File: config.mk
export PLATFORM = sky130hd
export DESIGN_NAME = channel_arbiter
export DESIGN_NICKNAME = d
export VERILOG_FILES = /design/src/rtl/arb_pkg.sv /design/src/rtl/rotating_priority_enc.sv /design/src/rtl/channel_arbiter.sv
export SDC_FILE = /design/constraint.sdc
export NUM_CORES = 1
export LEC_CHECK = 0
export ABC_CLOCK_PERIOD_IN_PS = 7850
export BUFFER_PORTS_ARGS = -buffer_cell sky130_fd_sc_hd__buf_2
export CORE_ASPECT_RATIO = 0.8
export CORE_MARGIN = 1.5
export CORE_UTILIZATION = 40
export DETAILED_ROUTE_END_ITERATION = 10
export PLACE_DENSITY = 0.62
export SLEW_MARGIN = 10
export SYNTH_ARGS = -nofsm -noshare
export SYNTH_HDL_FRONTEND = slang
export SYNTH_SLANG_ARGS = --single-unit
File: constraint.sdc
create_clock -name clk_i -period 7.85 [get_ports clk_i]
set_clock_uncertainty 0.05 [all_clocks]
set_input_delay 1.57 -clock clk_i [delete_from_list [all_inputs] [get_ports clk_i]]
set_output_delay 1.57 -clock clk_i [all_outputs]
set_load 0.02 [all_outputs]
File: src/rtl/arb_pkg.sv
// Shared types and width helper for the channel arbiter and its priority encoder.
package arb_pkg;

    typedef enum logic [1:0] {
        IDLE  = 2'd0,
        GRANT = 2'd1,
        GUARD = 2'd2
    } arb_state_t;

    typedef enum logic {
        ARB_FIXED = 1'b0,
        ARB_RR    = 1'b1
    } arb_mode_t;

    // Bit width needed to hold an index into n items; never narrower than 1 bit.
    function automatic int idx_width(input int n);
        return (n > 1) ? $clog2(n) : 1;
    endfunction

endpackage

File: src/rtl/rotating_priority_enc.sv
// Combinational rotating priority encoder: the first set request at or after base
// (wrapping past N_CH-1 to 0) wins.
module rotating_priority_enc
    import arb_pkg::*;
#(
    parameter int N_CH = 16,
    parameter int IW   = idx_width(N_CH)
) (
    input  logic [N_CH-1:0] req,
    input  logic [IW-1:0]   base,
    output logic [IW-1:0]   winner,
    output logic            found
);

    logic [IW-1:0]   cand [N_CH];
    logic [N_CH-1:0] hit;

    // Offset gi from base maps to a channel index; the wrap is an explicit compare
    // so non-power-of-two channel counts wrap at N_CH-1 rather than at 2**IW-1.
    for (genvar gi = 0; gi < N_CH; gi++) begin : g_cand
        logic [IW:0] sum;
        assign sum      = {1'b0, base} + (IW+1)'(gi);
        assign cand[gi] = (sum > (IW+1)'(N_CH - 1)) ? IW'(sum - (IW+1)'(N_CH))
                                                     : sum[IW-1:0];
        assign hit[gi]  = req[cand[gi]];
    end

    always_comb begin
        winner = '0;
        found  = 1'b0;
        for (int i = N_CH - 1; i >= 0; i--) begin
            if (hit[i]) begin
                winner = cand[i];
                found  = 1'b1;
            end
        end
    end

endmodule

File: src/rtl/channel_arbiter.sv
// Registered N_CH-channel arbiter with fixed-priority / round-robin modes, a latched
// minimum hold time and a break-before-make guard interval between grants.
module channel_arbiter
    import arb_pkg::*;
#(
    parameter int N_CH      = 16,
    parameter int HOLD_W    = 8,
    parameter int GUARD_CYC = 1
) (
    input  logic                       clk_i,
    input  logic                       rst_i,
    input  logic                       enable_i,
    input  logic                       mode_i,
    input  logic [N_CH-1:0]            req_i,
    input  logic                       done_i,
    input  logic [HOLD_W-1:0]          hold_cycles_i,
    output logic [N_CH-1:0]            grant_o,
    output logic [idx_width(N_CH)-1:0] grant_idx_o,
    output logic                       valid_o,
    output logic                       busy_o
);

    localparam int IW = idx_width(N_CH);
    localparam int GW = idx_width(GUARD_CYC);

    arb_state_t        state_q, state_d;
    logic [N_CH-1:0]   grant_q, grant_d;
    logic [IW-1:0]     idx_q, idx_d;
    logic              valid_q, valid_d;
    logic              busy_q, busy_d;
    logic [IW-1:0]     rr_ptr_q, rr_ptr_d;
    logic [HOLD_W-1:0] hold_cnt_q, hold_cnt_d;
    logic [HOLD_W-1:0] hold_lim_q, hold_lim_d;
    logic [GW-1:0]     guard_cnt_q, guard_cnt_d;

    arb_mode_t     mode;
    logic [IW-1:0] base;
    logic [IW-1:0] winner;
    logic          found;
    logic          release_ok;
    logic          guard_last;

    assign mode = arb_mode_t'(mode_i);
    assign base = (mode == ARB_RR) ? rr_ptr_q : '0;

    rotating_priority_enc #(
        .N_CH (N_CH),
        .IW   (IW)
    ) u_enc (
        .req    (req_i),
        .base   (base),
        .winner (winner),
        .found  (found)
    );

    assign release_ok = (hold_cnt_q >= hold_lim_q) && (done_i || !req_i[idx_q]);
    assign guard_last = (guard_cnt_q == GW'(GUARD_CYC - 1));

    always_comb begin
        state_d     = state_q;
        grant_d     = grant_q;
        idx_d       = idx_q;
        rr_ptr_d    = rr_ptr_q;
        hold_cnt_d  = hold_cnt_q;
        hold_lim_d  = hold_lim_q;
        guard_cnt_d = guard_cnt_q;

        if (!enable_i) begin
            // Abort: straight to IDLE with no guard; the round-robin pointer survives.
            state_d     = IDLE;
            grant_d     = '0;
            idx_d       = '0;
            hold_cnt_d  = '0;
            guard_cnt_d = '0;
        end else begin
            case (state_q)
                GRANT: begin
                    if (release_ok) begin
                        state_d     = GUARD;
                        grant_d     = '0;
                        guard_cnt_d = '0;
                    end else if (hold_cnt_q != hold_lim_q) begin
                        hold_cnt_d = hold_cnt_q + HOLD_W'(1);
                    end
                end
                GUARD: begin
                    if (!guard_last) begin
                        guard_cnt_d = guard_cnt_q + GW'(1);
                    end else if (!found) begin
                        state_d = IDLE;
                        idx_d   = '0;
                    end
                end
                default: ;
            endcase

            // A new grant is issued from IDLE, or directly from the last GUARD cycle.
            if (found && ((state_q == IDLE) || ((state_q == GUARD) && guard_last))) begin
                state_d         = GRANT;
                grant_d         = '0;
                grant_d[winner] = 1'b1;
                idx_d           = winner;
                hold_cnt_d      = '0;
                hold_lim_d      = hold_cycles_i;
                rr_ptr_d        = (winner == IW'(N_CH - 1)) ? '0 : winner + IW'(1);
            end
        end

        valid_d = |grant_d;
        busy_d  = (state_d != IDLE);
    end

    always_ff @(posedge clk_i) begin
        if (rst_i) begin
            state_q     <= IDLE;
            grant_q     <= '0;
            idx_q       <= '0;
            valid_q     <= 1'b0;
            busy_q      <= 1'b0;
            rr_ptr_q    <= '0;
            hold_cnt_q  <= '0;
            hold_lim_q  <= '0;
            guard_cnt_q <= '0;
        end else begin
            state_q     <= state_d;
            grant_q     <= grant_d;
            idx_q       <= idx_d;
            valid_q     <= valid_d;
            busy_q      <= busy_d;
            rr_ptr_q    <= rr_ptr_d;
            hold_cnt_q  <= hold_cnt_d;
            hold_lim_q  <= hold_lim_d;
            guard_cnt_q <= guard_cnt_d;
        end
    end

    assign grant_o     = grant_q;
    assign grant_idx_o = idx_q;
    assign valid_o     = valid_q;
    assign busy_o      = busy_q;

endmodule

==> flow_metrics.env, run 1 <==
export IMPL_ant_nets=0
export IMPL_layout_drive_gt1_share_pct=14.4
export IMPL_htreeDepth=2
export IMPL_syn_to_final_growth_pct=7.02
export IMPL_ys_seq_area_share_pct=15.7
export IMPL_arrival_ns=6.61
export IMPL_io_pin_count=51
export IMPL_synth_fa_ha_area_share_pct=3.35
export IMPL_portBuffers=50
export IMPL_cts_sinks=44
export IMPL_timing_setup_tns_ns=0
export IMPL_vias=6193
export IMPL_synth_cell_types=84
export IMPL_path_class="primary input to flip-flop"
export IMPL_synth_edff_count=0
export IMPL_startpoint_type="primary input"
export IMPL_cp_max_fo=24
export IMPL_hold_violations=0
export IMPL_post_dp_cell_area_um2=5820
export IMPL_antenna_found_initial=0
export IMPL_yosys_warnings=0
export IMPL_finalCriticalPeriod_ns=6.45
export IMPL_row_count=38
export IMPL_cts_hold_buf=0
export IMPL_grt_first_pass_wirelength_mm=32.6
export IMPL_synth_compound_area_share_pct=28.7
export IMPL_coreArea_um2=13600
export IMPL_cts_buffer_depth=2
export IMPL_fmax_mhz=155
export IMPL_synthXorXnorAreaFrac_pct=3.75
export IMPL_slew_violations=0
export IMPL_synth_top_family_by_area="compound AO/OA/AOI/OAI gates"
export IMPL_nNetsFinal=799
export IMPL_synth_top_cell_by_area="dfxtp_1"
export IMPL_end_kind="flip-flop"
export IMPL_start_util_pct=41.2
export IMPL_final_instance_count_excl_fill=936
export IMPL_grt_max_degree=50
export IMPL_ys_seq_elements=44
export IMPL_cts_resized=0
export IMPL_setup_violations_final=0
export IMPL_min_period_over_period_pct=82.1
export IMPL_overflow=0
export IMPL_synth_area_per_cell_um2=7.47
export IMPL_rsz0062_at_grt="false"
export IMPL_yosys_top_cells_area="dfxtp_1 (16%), mux2i_1 (8.2%), mux4_2 (5.6%)"
export IMPL_synth_simple_gate_area_share_pct=25.7
export IMPL_netlist_area_um2=5600
export IMPL_wl_per_cell_um=22.7
export IMPL_post_cts_setup_buffers=0
export IMPL_viasPerCell=6.62
export IMPL_die_h_um=109
export IMPL_gp_congestion=1.00
export IMPL_power_density_nw_per_um2=321
export IMPL_synth_cells=750
export IMPL_vdd_drop_max_mv=0.143
export IMPL_root_buffer="clkbuf_16"
export IMPL_outcome="completed"
export IMPL_cts_tree="yes"
export IMPL_synth_top_cell_area_share_pct=15.7
export IMPL_die_x_um=135
export IMPL_min_path_type="flip-flop to flip-flop"
export IMPL_drt_pass1_iter_count=6
export IMPL_track_usage_pct=28.8
export IMPL_final_area_um2=5990
export IMPL_routed_wl_mm=21.3
export IMPL_grt_pass1_vias=5529
export IMPL_relSlewSlack_pct=31.5
export IMPL_die_area_um2=14700
export IMPL_synthMuxAreaShare_pct=15.1
export IMPL_leakage_uw=0.00234
export IMPL_async_flop_share_pct=0
export IMPL_final_cell_mix="nor2_1 (79), nand2_1 (76), buf_2 (50), a21oi_1 (48), mux2i_1 (46)"
export IMPL_hpwl_mm=15.8
export IMPL_antenna_diode_count=0
export IMPL_final_common_cell="nor2_1"
export IMPL_worstMarginPinSlew_ns=1.02
export IMPL_max_cap_violations=0
export IMPL_synthFlopType="dfxtp_1"
export IMPL_place_inst=928
export IMPL_clkLatencyLatePin_ns=0.29
export IMPL_syn_nets=794
export IMPL_clkTransAtPathRegs_ns=0.07
export IMPL_first_iter_violations=883
export IMPL_cts_buffers=5
export IMPL_cp_required_ns=8.02
export IMPL_drc=0
cell families after synthesis:
family          Yosys count
compound gates          227
xor+xnor                 21
fa+ha+maj                15
buf+inv                  89
flops                    44
mux                      66
simple gates            288
layer usage:
| layer | track usage [%] | share of wire, % | up-vias |
|---|---|---|---|
| li1 | - | - | 2813 |
| met1 | 43.4 | 45 | 2952 |
| met2 | 40.9 | 40 | 393 |
| met3 | 7.39 | 13 | 35 |
| met4 | 5.22 | 1.6 | 0 |
| met5 | 0 | 0 | - |
cell usage after synthesis, drive strengths merged, types with 4 or more instances:
library cell  count
and3b             5
a21o              9
nand4            12
nand4b            4
dfxtp            44
a211oi            8
nor3             14
nor2b             6
inv              27
mux4             14
a32oi             8
nor4              9
and2             14
nand3            23
xor2              8
xnor2            13
a31oi            11
a22oi            23
mux2              6
nand3b            4
nand2b           10
o22ai             9
o21ai            37
or3               6
o21a              4
mux2i            46
o211ai            9
buf              31
a211o             5
ha               15
and3             13
o22a              8
a21oi            49
clkbuf           31
nor2             80
nand2            76
or2               5
o21bai            4
worst max-delay path, cell delays in order:
cell and delay, ns:
buf_2 0.20, and2_1 0.16, buf_4 0.22, inv_1 0.17, ha_1 0.22, buf_4 0.22, xnor2_2 0.41, mux2i_1 0.13
a2111oi_0 0.71, nor2_1 0.15, or3b_2 0.52, and3_1 0.20, o31ai_1 0.25, o2bb2ai_1 0.25, nand2_1 0.23, ha_1 0.34
nor3b_1 0.19, or3_1 0.32, a21oi_1 0.13
registers in the layout, indices dropped and copies added, names as in the netlist:
register     count
busy_o           1
grant_idx_o      4
grant_o         16
hold_cnt_q       8
hold_lim_q       8
rr_ptr_q         4
state_q          2
valid_o          1
layout make-up:
type | count | area [um2]
well taps | 180 | 225
repair buffers | 60 | 325
clock inverters | 3 | 46.3
fillers | 1421 | 7610
clock buffers | 5 | 125
flip-flops and latches | 44 | 881
multi-input cells | 617 | 4290
inverters | 27 | 101
worst paths after layout:
kind	slack [ns]	cells past startpoint	to	start
worst max-delay path	1.40	19	rr_ptr_q[0]$_SDFFE_PP0P_	mode_i
worst min register to register	0.40	2	rr_ptr_q[2]$_SDFFE_PP0P_	rr_ptr_q[2]$_SDFFE_PP0P_
worst min-delay path	0.40	2	rr_ptr_q[2]$_SDFFE_PP0P_	rr_ptr_q[2]$_SDFFE_PP0P_
worst max register to register	2.20	18	rr_ptr_q[0]$_SDFFE_PP0P_	rr_ptr_q[0]$_SDFFE_PP0P_
where the power goes:
| group | leakage [uW] | switching (uW) | internal, uW |
|---|---|---|---|
| clock network | 0.0000804 | 95.4 | 151 |
| registers | 0.000358 | 19.0 | 244 |
| logic | 0.00190 | 917 | 498 |
| total | 0.00234 | 1030 | 894 |
metrics by stage:
step	util, %	power (uW)	setup slack [ns]	hold WS (ns)
6_report	44.1	1930	1.40	0.401
5_1_grt	44.1	2030	1.01	0.418
2_1_floorplan	-	1290	1.85	0.386
3_3_place_gp	42.8	1630	1.43	0.392
4_1_cts	44.1	1870	1.54	0.403
3_5_place_dp	42.8	1620	1.26	0.394
Note: power is estimated with default switching activity, not from simulation.
==> inputs of run 2 (changes only) <==
Settings changed: ABC_AREA set to 1, ABC_CLOCK_PERIOD_IN_PS 7850 to 6730, PLACE_DENSITY 0.62 to 0.63.
Clock period 7.85 ns to 6.73 ns, I/O delays scaled along.
==> run 2 against run 1 <==
Clock power up 14%. Clock-buffer cell count unchanged. Worst hold slack better by 0.015 ns. Utilization increased by 2.0 points. Final area decreased by 21%. Non-clock buffer count shrank 10. Synthesized cell count is 0.13% lower. Combinational power decreased by 54%. Die area decreased by 23%. Wire length down 38%. Global-route usage is 4.8 points lower. Critical endpoint is now valid_o$_SDFF_PP0_. Highest routed layer unchanged.
==> flow_metrics.env, run 2 <==
export IMPL_ys_seq_elements=44
export IMPL_reg2reg_from="rr_ptr_q[0]$_SDFFE_PP0P_"
export IMPL_coreArea_um2=10300
export IMPL_critical_path_max_stage_delay_ns=0.39
export IMPL_synth_top_cell_area_share_pct=21.7
export IMPL_cp_required_ns=6.85
export IMPL_crit_start="mode_i"
export IMPL_clkLatencyLatePin_ns=0.29
export IMPL_clkPwrFrac_pct=22.8
export IMPL_ant_nets=0
export IMPL_synth_area_per_cell_um2=5.72
export IMPL_grt_max_degree=32
export IMPL_startpoint_type="primary input"
export IMPL_max_cap_violations=0
export IMPL_final_area_um2=4750
export IMPL_drt_pass1_iter_count=5
export IMPL_row_count=33
export IMPL_whs_endpoint="hold_lim_q[7]$_SDFFE_PP0P_"
export IMPL_setup_violations_final=0
export IMPL_synth_top_cell_by_area="nand2_1"
export IMPL_whs_path_depth=2
export IMPL_place_inst=919
export IMPL_post_dp_cell_area_um2=4580
export IMPL_regToRegSetupSlack_ns=1.97
export IMPL_ys_seq_area_share_pct=20.6
export IMPL_viasPerCell=5.33
export IMPL_switching_power_uw=580
export IMPL_rsz0062_at_grt="false"
export IMPL_vdd_drop_max_mv=0.123
export IMPL_synth_cell_types=39
export IMPL_drc=0
export IMPL_nFillCells=1114
export IMPL_grt_first_pass_wirelength_mm=21.7
export IMPL_hold_ws_ns=0.416
export IMPL_internal_power_uw=651
export IMPL_hold_violations=0
export IMPL_io_pin_count=51
export IMPL_power_density_nw_per_um2=259
export IMPL_portBuffers=50
export IMPL_slew_violations=0
export IMPL_min_period_over_period_pct=80.0
export IMPL_min_path_type="flip-flop to flip-flop"
export IMPL_die_h_um=95.6
export IMPL_worst_r2r_cell_count=32
export IMPL_slowest_stage="ha_1"
export IMPL_top_usage_layer="met2"
export IMPL_path_class="primary input to flip-flop"
export IMPL_start_util_pct=41.5
export IMPL_final_instance_count_excl_fill=927
export IMPL_cts_buffer_depth=2
export IMPL_async_flop_share_pct=0
export IMPL_relSlewSlack_pct=43.5
export IMPL_grt_pass1_vias=4414
export IMPL_yosys_warnings=0
export IMPL_finalCriticalPeriod_ns=5.38
export IMPL_hpwl_mm=10.4
export IMPL_cts_tree="yes"
export IMPL_cts_hold_buf=0
export IMPL_power_switching_share_pct=47.1
export IMPL_worstMarginPinSlew_ns=0.848
export IMPL_final_common_cell="nand2_1"
export IMPL_vias=4939
export IMPL_post_cts_setup_buffers=0
export IMPL_sequentialPowerShare_pct=23.9
export IMPL_finalPower_uw=1230
export IMPL_overflow=0
export IMPL_root_buffer="clkbuf_16"
export IMPL_clkTransAtPathRegs_ns=0.06
export IMPL_arrival_ns=5.50
export IMPL_wl_per_cell_um=14.2
export IMPL_synth_cells=749
export IMPL_leakage_uw=0.00248
export IMPL_antenna_found_initial=0
export IMPL_worstHoldStart="hold_lim_q[7]$_SDFFE_PP0P_"
export IMPL_gp_congestion=0.998
export IMPL_yosysMostFrequentCell="nand2_1"
export IMPL_antenna_diode_count=0
export IMPL_die_x_um=119
export IMPL_layout_drive_gt1_share_pct=14.0
export IMPL_die_area_um2=11300
export IMPL_htreeDepth=2
export IMPL_largest_reg_flops=16
export IMPL_routed_wl_mm=13.2
export IMPL_crit_top_cell="nand2_1"
export IMPL_syn_nets=793
export IMPL_synthTopCellsByCount="nand2_1 (248), nand3_1 (96), a21oi_1 (86)"
export IMPL_grt_use_met1_pct=35.4
export IMPL_cts_resized=0
export IMPL_cts_buffers=5
export IMPL_synth_edff_count=0
export IMPL_synthFlopType="dfxtp_1"
export IMPL_first_iter_violations=385
export IMPL_syn_to_final_growth_pct=10.9
export IMPL_yosys_top_cells_area="nand2_1 (22%), dfxtp_1 (21%), nand3_1 (11%)"
export IMPL_grt_use_met2_pct=36.4
export IMPL_worstReg2RegEnd="valid_o$_SDFF_PP0_"
export IMPL_end_kind="flip-flop"
export IMPL_grtUsageMet3_pct=3.83
export IMPL_cp_max_fo=31
export IMPL_track_usage_pct=23.9
export IMPL_final_cell_mix="nand2_1 (248), nand3_1 (96), a21oi_1 (86), inv_1 (72)"
export IMPL_timing_setup_tns_ns=0
export IMPL_combPwrFrac_pct=53.3
export IMPL_nNetsFinal=830
export IMPL_cts_sinks=44
export IMPL_netlist_area_um2=4280
export IMPL_outcome="completed"
export IMPL_fmax_mhz=186
## run 2: cell count changes in the layout (fill, tap and decap cells not counted), sizes merged, moves of 23 or more
cell,previous run,this run
a21oi,49,89
nand2,76,267
a22oi,23,0
nor2,80,54
nand3,23,103
mux2i,46,0
inv,28,84
## run 2: final cells by class
class	instances	area, um2	area share, %
timing repair buffer	50	250	5.27
inverter	86	330	6.95
sequential	44	881	18.5
clock buffer	5	125	2.63
clock inverter	3	42.5	0.895
multi-input combinational	599	2950	62.0
tap	140	175	3.69
## run 2: logic make-up after synthesis
| kind of cell | Yosys count | share of synthesized area (%) |
|---|---|---|
| XOR/XNOR | 7 | 1.96 |
| AO/OA/AOI/OAI | 139 | 17.1 |
| flip-flops | 44 | 20.6 |
| buffers and inverters | 106 | 10.6 |
| adder cells (fa/ha/maj) | 15 | 4.38 |
| AND/OR/NAND/NOR | 438 | 45.4 |
## run 2: power groups by stage
stage | clock, uW | combinational, uW | sequential (uW)
6_report | 281 | 656 | 295
5_1_grt | 300 | 737 | 298
4_1_cts | 284 | 644 | 294
3_5_place_dp | 0 | 641 | 300
3_3_place_gp | 0 | 644 | 300
2_1_floorplan | 0 | 491 | 303
## run 2: metrics by stage
step / utilization (%) / setup slack [ns]
detailed placement: 44.4 / 1.17
floorplan: - / 2.11
global route: 46.0 / 0.882
global placement: 44.4 / 1.27
CTS: 46.0 / 1.46
finish: 46.0 / 1.35
## run 2: how the worst max path moves through the flow
stage,depth (start not counted),slack [ns],end
3_5_place_dp,33,1.17,valid_o$_SDFF_PP0_
6_report,33,1.35,valid_o$_SDFF_PP0_
3_3_place_gp,33,1.27,valid_o$_SDFF_PP0_
2_1_floorplan,36,2.11,valid_o$_SDFF_PP0_
4_1_cts,33,1.46,valid_o$_SDFF_PP0_
5_1_grt,18,0.88,hold_lim_q[6]$_SDFFE_PP0P_
## run 2: critical path: cells and delay by family
family | cells | cell delay, ns
buffers and inverters | 6 | 1.11
adders and majority gates | 2 | 0.60
and+or+nand+nor | 22 | 2.01
AOI/OAI and AO/OA | 3 | 0.40
## run 2: per-layer routing
layer	up-vias	part of all wire (%)
met5	-	0
met2	188	40
li1	2514	-
met3	13	7.7
met4	0	0.80
met1	2224	52
==> inputs of run 3 (changes only) <==
Settings changed: ABC_CLOCK_PERIOD_IN_PS 6730 to 5090.
Clock period 6.73 ns to 5.09 ns, I/O delays scaled along.
==> run 3 against run 2 <==
Sequential cell count did not move. Clock-buffer cell count increased by 1. Worst hold slack got worse by 0.0058 ns. Sequential power grew 31%. Global-route usage is 0.84 points lower. Final cell count increased by 0.65%. Sequential share of layout area down 0.16 points. Critical path type unchanged. Largest cell class unchanged.
==> flow_metrics.env, run 3 (synthesized netlist as in run 2, its figures left out) <==
export IMPL_regToRegSetupSlack_ns=0.96
export IMPL_cts_sinks=44
export IMPL_drt_pass1_iter_count=5
export IMPL_ant_nets=0
export IMPL_grt_pass1_vias=4436
export IMPL_cts_buffers=5
export IMPL_leakage_uw=0.00251
export IMPL_rsz0062_at_grt="false"
export IMPL_antenna_diode_count=0
export IMPL_fmax_mhz=213
export IMPL_power_density_nw_per_um2=338
export IMPL_wl_per_cell_um=14.1
export IMPL_die_x_um=119
export IMPL_outcome="completed"
export IMPL_viasPerCell=5.30
export IMPL_drc=0
export IMPL_worstMarginPinSlew_ns=0.547
export IMPL_path_class="primary input to flip-flop"
export IMPL_wl_met2_mm=5.43
export IMPL_cp_max_fo=17
export IMPL_largest_reg_flops=16
export IMPL_final_cell_mix="nand2_1 (248), nand3_1 (96), a21oi_1 (86), inv_1 (72)"
export IMPL_crit_top_cell="nand2_1"
export IMPL_finalCriticalPeriod_ns=4.70
export IMPL_cts_tree="yes"
export IMPL_htreeDepth=2
export IMPL_arrival_ns=4.81
export IMPL_routed_wl_mm=13.1
export IMPL_nFillCells=1101
export IMPL_crit_start="mode_i"
export IMPL_die_h_um=95.6
export IMPL_portBuffers=50
export IMPL_syn_to_final_growth_pct=11.9
export IMPL_clkLatencyLatePin_ns=0.28
export IMPL_grt_max_degree=30
export IMPL_cts_resized=0
export IMPL_track_usage_pct=23.1
export IMPL_coreArea_um2=10300
export IMPL_start_util_pct=41.5
export IMPL_worstReg2RegEnd="valid_o$_SDFF_PP0_"
export IMPL_max_cap_violations=0
export IMPL_cp_required_ns=5.20
export IMPL_vdd_drop_max_mv=0.196
export IMPL_wl_met1_mm=6.57
export IMPL_io_pin_count=51
export IMPL_setup_violations_final=0
export IMPL_crit_path_end="valid_o$_SDFF_PP0_"
export IMPL_hold_violations=0
export IMPL_nNetsFinal=836
export IMPL_post_cts_setup_buffers=0
export IMPL_min_path_type="flip-flop to flip-flop"
export IMPL_vias=4949
export IMPL_end_kind="flip-flop"
export IMPL_gp_congestion=1.02
export IMPL_relSlewSlack_pct=63.4
export IMPL_die_area_um2=11300
export IMPL_final_common_cell="nand2_1"
export IMPL_worst_r2r_cell_count=34
export IMPL_slew_violations=0
export IMPL_layout_drive_gt1_share_pct=14.5
export IMPL_first_iter_violations=418
export IMPL_cts_buffer_depth=2
export IMPL_cts_hold_buf=0
export IMPL_timing_setup_tns_ns=0
export IMPL_row_count=33
export IMPL_wl_met3_um=991
export IMPL_grt_first_pass_wirelength_mm=21.1
export IMPL_slowest_stage="a31oi_1"
export IMPL_clkTransAtPathRegs_ns=0.06
export IMPL_reg2reg_from="rr_ptr_q[0]$_SDFFE_PP0P_"
export IMPL_root_buffer="clkbuf_16"
export IMPL_startpoint_type="primary input"
export IMPL_critical_path_max_stage_delay_ns=0.30
export IMPL_hpwl_mm=10.3
export IMPL_hold_ws_ns=0.410
export IMPL_overflow=0
export IMPL_min_period_over_period_pct=92.3
export IMPL_antenna_found_initial=0
export IMPL_top_layer_used="met4"
-- run 3: layer usage --
metal	track usage (%)	up-vias
met2	36.5	177
li1	-	2536
met1	32.6	2223
met3	4.72	13
met5	0	-
met4	4.72	0
-- run 3: through the flow --
step,setup slack [ns],area [um2],total power (uW),utilization [%],instances
floorplan,0.800,4280,1050,-,749
global placement,0.325,4630,1240,44.8,925
detailed placement,0.226,4630,1250,44.8,925
CTS,0.506,4790,1610,46.4,933
global route,0.0336,4790,1750,46.4,933
finish,0.390,4790,1620,46.4,933
-- run 3: where the power goes --
group | switching (uW) | internal [uW] | total [uW]
registers | 18.7 | 367 | 385
clock network | 127 | 231 | 358
logic | 604 | 271 | 876
-- run 3: cell type report --
| cell class | count | area [um2] | share of cell area, % |
|---|---|---|---|
| multi-input combinational | 599 | 2950 | 61.5 |
| sequential | 44 | 881 | 18.4 |
| inverter | 86 | 330 | 6.89 |
| clock inverter | 2 | 35.0 | 0.731 |
| tap | 140 | 175 | 3.66 |
| timing repair buffer | 56 | 295 | 6.16 |
| clock buffer | 6 | 129 | 2.69 |
-- run 3: how the worst min path moves through the flow --
stage	cells after the start	endpoint	startpoint
global placement	2	hold_lim_q[6]$_SDFFE_PP0P_	hold_lim_q[6]$_SDFFE_PP0P_
global route	2	hold_lim_q[5]$_SDFFE_PP0P_	hold_lim_q[5]$_SDFFE_PP0P_
detailed placement	2	hold_lim_q[1]$_SDFFE_PP0P_	hold_lim_q[1]$_SDFFE_PP0P_
floorplan	2	hold_lim_q[1]$_SDFFE_PP0P_	hold_lim_q[1]$_SDFFE_PP0P_
finish	2	hold_lim_q[1]$_SDFFE_PP0P_	hold_lim_q[1]$_SDFFE_PP0P_
CTS	2	hold_lim_q[1]$_SDFFE_PP0P_	hold_lim_q[1]$_SDFFE_PP0P_
-- run 3: critical path, delay by kind of cell --
| kind | cells | cell delay (ns) |
|---|---|---|
| AOI/OAI and AO/OA | 3 | 0.44 |
| adders and majority gates | 2 | 0.48 |
| buffers and inverters | 7 | 0.97 |
| and+or+nand+nor | 22 | 1.88 |
